**src/rtl/uart_pkg.sv**
```systemverilog
// Shared UART definitions: default data width and line-control characters.
package uart_pkg;

  localparam int unsigned UART_DW = 8;

  localparam logic [7:0] CHAR_CR = 8'h0d;
  localparam logic [7:0] CHAR_LF = 8'h0a;

endpackage

```
**src/rtl/uart_fifo_mem.sv**
```systemverilog
// 2**AW x DW register array: one synchronous write port, one asynchronous read port.
module uart_fifo_mem
  import uart_pkg::*;
#(
  parameter int unsigned DW = UART_DW,
  parameter int unsigned AW = 4
) (
  input  logic          CLK,
  input  logic          i_we,
  input  logic [AW-1:0] i_waddr,
  input  logic [DW-1:0] i_wdata,
  input  logic [AW-1:0] i_raddr,
  output logic [DW-1:0] o_rdata
);

  logic [DW-1:0] r_mem [2**AW];

  always_ff @(posedge CLK) begin
    if (i_we) begin
      r_mem[i_waddr] <= i_wdata;
    end
  end

  assign o_rdata = r_mem[i_raddr];

endmodule

```
**src/rtl/uart_tx_fifo.sv**
```systemverilog
// Show-ahead byte FIFO feeding TX_SEND's rdy/wen handshake, with level and
// sticky overflow status for the producer.
module uart_tx_fifo
  import uart_pkg::*;
#(
  parameter int unsigned DW = UART_DW,
  parameter int unsigned AW = 4
) (
  input  logic          CLK,
  input  logic          RST,
  input  logic          wr_en,
  input  logic [DW-1:0] wr_data,
  output logic          full,
  output logic          empty,
  output logic [AW:0]   level,
  output logic          overflow,
  input  logic          flush,
  input  logic          tx_rdy,
  output logic          tx_wen,
  output logic [DW-1:0] tx_din
);

  localparam logic [AW:0] L_DEPTH = {1'b1, {AW{1'b0}}};

  logic [AW-1:0] r_wr_ptr;
  logic [AW-1:0] r_rd_ptr;
  logic [AW:0]   r_level;
  logic          r_overflow;

  logic w_full;
  logic w_empty;
  logic w_push;
  logic w_pop;
  logic w_drop;

  assign w_full  = (r_level == L_DEPTH);
  assign w_empty = (r_level == '0);

  // Full blocks the write even when a pop frees a slot in the same cycle.
  assign w_push = wr_en & ~w_full & ~flush & ~RST;
  assign w_pop  = tx_rdy & ~w_empty & ~flush & ~RST;
  assign w_drop = wr_en & w_full & ~flush;

  always_ff @(posedge CLK) begin
    if (RST) begin
      r_wr_ptr   <= '0;
      r_rd_ptr   <= '0;
      r_level    <= '0;
      r_overflow <= 1'b0;
    end else begin
      if (w_drop) begin
        r_overflow <= 1'b1;
      end
      if (flush) begin
        r_wr_ptr <= '0;
        r_rd_ptr <= '0;
        r_level  <= '0;
      end else begin
        if (w_push) begin
          r_wr_ptr <= r_wr_ptr + 1'b1;
        end
        if (w_pop) begin
          r_rd_ptr <= r_rd_ptr + 1'b1;
        end
        if (w_push && !w_pop) begin
          r_level <= r_level + 1'b1;
        end else if (!w_push && w_pop) begin
          r_level <= r_level - 1'b1;
        end
      end
    end
  end

  uart_fifo_mem #(
    .DW(DW),
    .AW(AW)
  ) u_mem (
    .CLK    (CLK),
    .i_we   (w_push),
    .i_waddr(r_wr_ptr),
    .i_wdata(wr_data),
    .i_raddr(r_rd_ptr),
    .o_rdata(tx_din)
  );

  assign full     = w_full;
  assign empty    = w_empty;
  assign level    = r_level;
  assign overflow = r_overflow;
  assign tx_wen   = w_pop;

endmodule

```
**config.mk**
```make
export PLATFORM = sky130hd
export DESIGN_NAME = uart_tx_fifo
export DESIGN_NICKNAME = d
export VERILOG_FILES = /design/src/rtl/uart_pkg.sv /design/src/rtl/uart_fifo_mem.sv /design/src/rtl/uart_tx_fifo.sv
export SDC_FILE = /design/constraint.sdc
export NUM_CORES = 1
export LEC_CHECK = 0
export CAP_MARGIN = 20
export CORE_ASPECT_RATIO = 1.25
export CORE_MARGIN = 3
export CORE_UTILIZATION = 60
export CTS_CLUSTER_SIZE = 28
export DETAILED_ROUTE_END_ITERATION = 10
export PLACE_DENSITY = 0.8
export SLEW_MARGIN = 10
export SYNTH_ARGS = -nofsm -noshare
export SYNTH_HDL_FRONTEND = slang
export SYNTH_HIERARCHICAL = 1
export SYNTH_SLANG_ARGS = --single-unit
export TNS_END_PERCENT = 20
```
**constraint.sdc**
```tcl
create_clock -name CLK -period 5.5 [get_ports CLK]
set_clock_uncertainty 0.15 [all_clocks]
set_input_delay 0.55 -clock CLK [delete_from_list [all_inputs] [get_ports CLK]]
set_output_delay 0.55 -clock CLK [all_outputs]
set_load 0.03 [all_outputs]
```
# Word level (Yosys, flattened, before mapping)

Memory sizes are Yosys's and may differ from the RTL's. A register that Yosys moved wholly into a read port is not among the register bits.
Cells that the tools add are included.

Input bits: 13
Memories: 1
RAM bits: 128
Bits in registers: 14

Memories:

| name        | depth | bits a word | read ports | clocked after Yosys merged registers in | write ports | line                | RTL |
|---|---|---|---|---|---|---|---|
| u_mem.r_mem | 16    | 8           | 1          | 1                                       | 1           | uart_fifo_mem.sv:16 | `logic [DW-1:0] r_mem [2**AW];` |

Reduce and logical (&&, ||, !) cells: 7
Add/subtract/negate cells: 4
Equal/unequal tests: 1
Bitwise gates (word level): 12
Muxes and demuxes: 6

Operators with widths:

| operator              | number |
|---|---|
| $mux W5               | 2 |
| $add A4 B1 Y4 const B | 2 |
| $and A1 B1 Y1         | 8 |
| $mux W4               | 2 |
| $add A5 B1 Y5 const B | 1 |
| $eq A5 B5 Y1 const B  | 1 |
| $logic_not A5 Y1      | 1 |
| $sub A5 B1 Y5 const B | 1 |
| $not A1 Y1            | 4 |
| $logic_and A1 B1 Y1   | 2 |
| $logic_not A1 Y1      | 2 |
| $mux W1               | 2 |
| $reduce_bool A2 Y1    | 1 |
| $reduce_or A2 Y1      | 1 |

# Longest topological paths before layout

Word-level depth: 9
Gate-level depth with buffers: 11
Mapped depth without buffers: 10

# Hierarchy

The synthesis kept the hierarchy.

By module, submodules not included:

| module        | instances | cells each | area an instance (um^2) |
|---|---|---|---|
| uart_fifo_mem | 1         | 221        | 4,987.3 |
| uart_tx_fifo  | 1         | 87         | 790.8 |

# Least setup slack after synthesis

Ideal clock, no wire load.

Kind: register to register
Start: register r_level[0], in the netlist level[0]
End: register r_level[3], in the netlist level[3]
Period minus slack after synthesis: 3.210 ns
Arrival: 2.933 ns
Setup slack: 2.290 ns
Stages on the path, launching flop included: 12
Path through: dfxtp_1 -> or4_4 -> buf_6 -> nor2_2 -> nor3_1 -> ha_1 -> inv_1 -> ha_1 -> a21o_1 -> a21oi_1 -> nor4_1 -> or3_1

Longest elaborated chain between the ends: 8

Ends and longest elaborated chain:

| item                                | line               | RTL |
|---|---|---|
| start, declared                     | uart_tx_fifo.sv:27 | `logic [AW:0] r_level;` |
| start signal, assigned              | uart_tx_fifo.sv:66 | `r_level <= r_level + 1'b1;` |
| start signal, assigned              | uart_tx_fifo.sv:68 | `r_level <= r_level - 1'b1;` |
| $eq A5 B5 Y1 (*)                    | uart_tx_fifo.sv:36 | `assign w_full = (r_level == L_DEPTH);` |
| named net full                      | uart_tx_fifo.sv:13 | `output logic full,` |
| $not A1 Y1 (*)                      | uart_tx_fifo.sv:40 | `assign w_push = wr_en & ~w_full & ~flush & ~RST;` |
| $and A1 B1 Y1 (*) (3 in series)     | uart_tx_fifo.sv:40 |  |
| named net w_push                    | uart_tx_fifo.sv:32 | `logic w_push;` |
| $logic_not A1 Y1                    | uart_tx_fifo.sv:67 | `end else if (!w_push && w_pop) begin` |
| $logic_and A1 B1 Y1                 | uart_tx_fifo.sv:67 |  |
| $reduce_bool A2 Y1 (no source line) | --                 |  |

The timed path passes the listed nets; every way through them passes the cells marked *. The select of a mux whose other input is x is not followed.
A chain may end at the register's enable or synchronous reset.

==> metrics.md <==
| Metric | Value |
|---|---|
| Outcome | finished clean |
| Max clock buf depth | 2 |
| CP endpoint kind | output pin |
| Synth-to-layout area growth | 15.5% |
| Final-report hold violation count | 0 |
| Syn avg cell area | 18.8 µm² |
| Initial antenna violation count | 0 |
| P_leak | 2.18 nW |
| Psw | 0.466 mW |
| Sequential area share after synthesis | 0.714 |
| Worst hold slack | 327 ps |
| Reg-to-reg slack, setup | 2470 ps |
| Cell variety after synth | 43 |
| Global-route wire length before repair | 17.9 mm |
| Final instance area | 0.00667 mm² |
| Setup violations, final | 0 |
| Hold Path Depth | 2 |
| Ys Warns | 6 |
| Int Pwr | 1.83 mW |
| Row count | 39 |
| Final #Nets | 367 |
| Path category of the worst min-delay check | register to register |
| #FFs+latches synth | 142 |
| Max Freq | 260 MHz |
| Die area | 0.0109 mm² |
| Clk slew on worst S/H paths | 50 ps |
| PD cells | 345 mW/mm² |
| WS Path Type | register to output pin |
| Crit path time final | 3840 ps |
| IO buf count | 29 |
| RePlAce Congestion | 0.798 |
| Sw frac | 0.203 |
| Starting DRT DRC Count | 248 |
| Vias in the first global route | 3119 |
| Worst slew pin tran | 953 ps |
| Peak VDD IR | 0.000325 V |
| Worst path arrival time | 3140 ps |
| Num Clock Sinks | 142 |
| Hold Startpoint | overflow |
| Post-Syn Instances | 308 |
| Critical path required time | 4800 ps |
| H-tree depth | 4 |
| Clock power share | 0.443 |
| Largest net degree at the start of global routing | 36 |
| Worst r2r src | level[0] |
| R2R depth | 6 |
| DRT antenna net count | 0 |
| Max-Cap Viols | 0 |
| Final WS setup | 1660 ps |
| CTS tree | yes |
| Unrepaired setup endpoints after global routing | no |
| Wire length per cell | 23.6 µm |
| Comb pwr share | 0.040 |
| Fin crit share | 0.698 |
| Via/cell ratio | 6.19 |
| Post-CTS resize count | 0 |
| Clk root buf | clkbuf_16 |
| Core ar. | 0.00927 mm² |
| Post-place setup slack | 1650 ps |
| Worst Path Max Fanout | 19 |
| CTS Hold Bufs | 0 |
| Worst-Skew Late Latency | 420 ps |
| Via count | 2989 |
| GRT Total Usage | 0.234 |
| GRT overflow | 0 |
| Die span in y | 116 µm |
| Post-DP Area | 0.00615 mm² |
| DRC viols | 0 |
| Relative slew slack | 0.362 |
| IO Count | 30 |
| Post-CTS setup buffers | 0 |
| Slew Limit Fails | 0 |
| Synthesized area | 0.00578 mm² |
| Flop pwr share | 0.516 |
| Total CTS buffers | 17 |
| R2r endpoint | u_mem/r_mem[0][2] |
| Post-DP HPWL | 6.92 mm |
| Initial Utilization | 0.623 |
| Detailed Route WL | 11.4 mm |
| Drt first pass iters | 5 |
| Syn_nets | 328 |
| TNS Setup | 0 ps |
| Setup crit start kind | register |
| Die X | 93.8 µm |
| Share of cells above drive strength 1 | 0.158 |
| Pwr Total | 2.30 mW |
| Hold EP | overflow |
| Diode count | 0 |
[Yosys cell counts, drive strengths merged]
master         instances  area (µm²)
dfxtp                 14         280
nand3                  4        20.0
nor2b                  1        6.26
and2                   1        6.26
and3                   1        6.26
o21ai                  1        16.3
a211o                  1        8.76
or4                    1        11.3
mux2i                  3        30.0
o211a                  1        10.0
nand3b                 2        15.0
nand2b                 2        12.5
inv                    5        18.8
a22oi                 16         120
xor2                   4        35.0
fa                     1        20.0
a31o                   1        8.76
or3b                   1        8.76
a21o                   1        7.51
nand2                 10        37.5
buf                    8        67.6
ha                     6        75.1
o211ai                 2        25.0
a31oi                  1        6.26
clkbuf                 4        15.0
nor3                   5        25.0
mux4                  32         773
or3                    1        6.26
nor4                   2        12.5
nor4bb                 1        10.0
nor2                  31         119
clkdlybuf4s25          3        30.0
and2b                  1        7.51
edfxtp               128        3840
or2                    2        12.5
xnor2                  4        35.0
a21oi                  4        20.0
a211oi                 2        15.0
[final cells by class]
cell class	instances	area [µm²]
inverter	5	18.8
fill	545	2600
clock buffer	23	448
tap	123	154
multi-input combinational	146	1520
sequential	142	4130
timing repair buffer	35	333
clock inverter	9	71.3
[stage by stage]
stage | utilization | instances
2_1_floorplan | - | 308
3_3_place_gp | 0.663 | 450
3_5_place_dp | 0.663 | 450
4_1_cts | 0.719 | 482
5_1_grt | 0.720 | 483
6_report | 0.720 | 483
[power by group through the flow]
stage	sequential, mW	combinational (mW)	clock, mW
2_1_floorplan	1.21	0.0539	0
5_1_grt	1.19	0.101	1.09
3_5_place_dp	1.21	0.0916	0
4_1_cts	1.19	0.0930	1.03
3_3_place_gp	1.21	0.0891	0
6_report	1.19	0.0925	1.02
[cell families after synthesis]
group / count (synthesis) / synth area share
DFF: 142 / 0.714
muxes: 35 / 0.139
and+or+nand+nor: 66 / 0.0548
AOI/OAI and AO/OA: 30 / 0.0411
buffers and inverters: 20 / 0.0227
xor gates and xnor gates: 8 / 0.0121
adders and majority gates: 7 / 0.0165
[cell usage in the layout (no fill, tap or decap), drive strengths merged, types with 2 or more instances in the layout]
cell type and n:
edfxtp 128, nor3 5, nor4 2, or2 2
dfxtp 14, xnor2 4, a211oi 2, o211ai 2
mux4 32, a22oi 16, nand3b 2, xor2 4
nor2 31, mux2i 3, clkinv 7, clkdlybuf4s50 29
inv 5, a21oi 4, nand3 4, nand2b 2
ha 6, nand2 10, buf 5, clkbuf 24
[worst max path at each step]
stage / startpoint / to / slack [ps] / cells past startpoint
5_1_grt: r_rd_ptr[0] / tx_din[6] / 1450 / 5
6_report: r_rd_ptr[0] / tx_din[6] / 1660 / 5
4_1_cts: r_rd_ptr[0] / tx_din[6] / 1570 / 5
3_3_place_gp: RST / u_mem/r_mem[0][1] / 1840 / 5
2_1_floorplan: level[0] / level[3] / 2290 / 11
3_5_place_dp: RST / u_mem/r_mem[0][2] / 1650 / 5
[registers in the layout, summed over array words and instances (netlist names)]
name,cells
r_wr_ptr,4
r_rd_ptr,4
overflow,1
u_mem/r_mem,128
level,5
[critical path: stages, from the launching register on]
cell and delay, ps:
dfxtp_2 650, buf_4 440, mux4_2 570, a22oi_1 310, nand2_1 120, clkdlybuf4s50_1 610
[metal layers]
| metal | share of wire | track usage | vias to the layer above |
|---|---|---|---|
| met2 | 0.54 | 0.399 | 125 |
| met4 | 0.017 | 0.0771 | 0 |
| met5 | 0 | 0 | - |
| li1 | - | - | 1331 |
| met1 | 0.39 | 0.288 | 1510 |
| met3 | 0.052 | 0.0734 | 23 |
(Power assumes the default switching activity.)
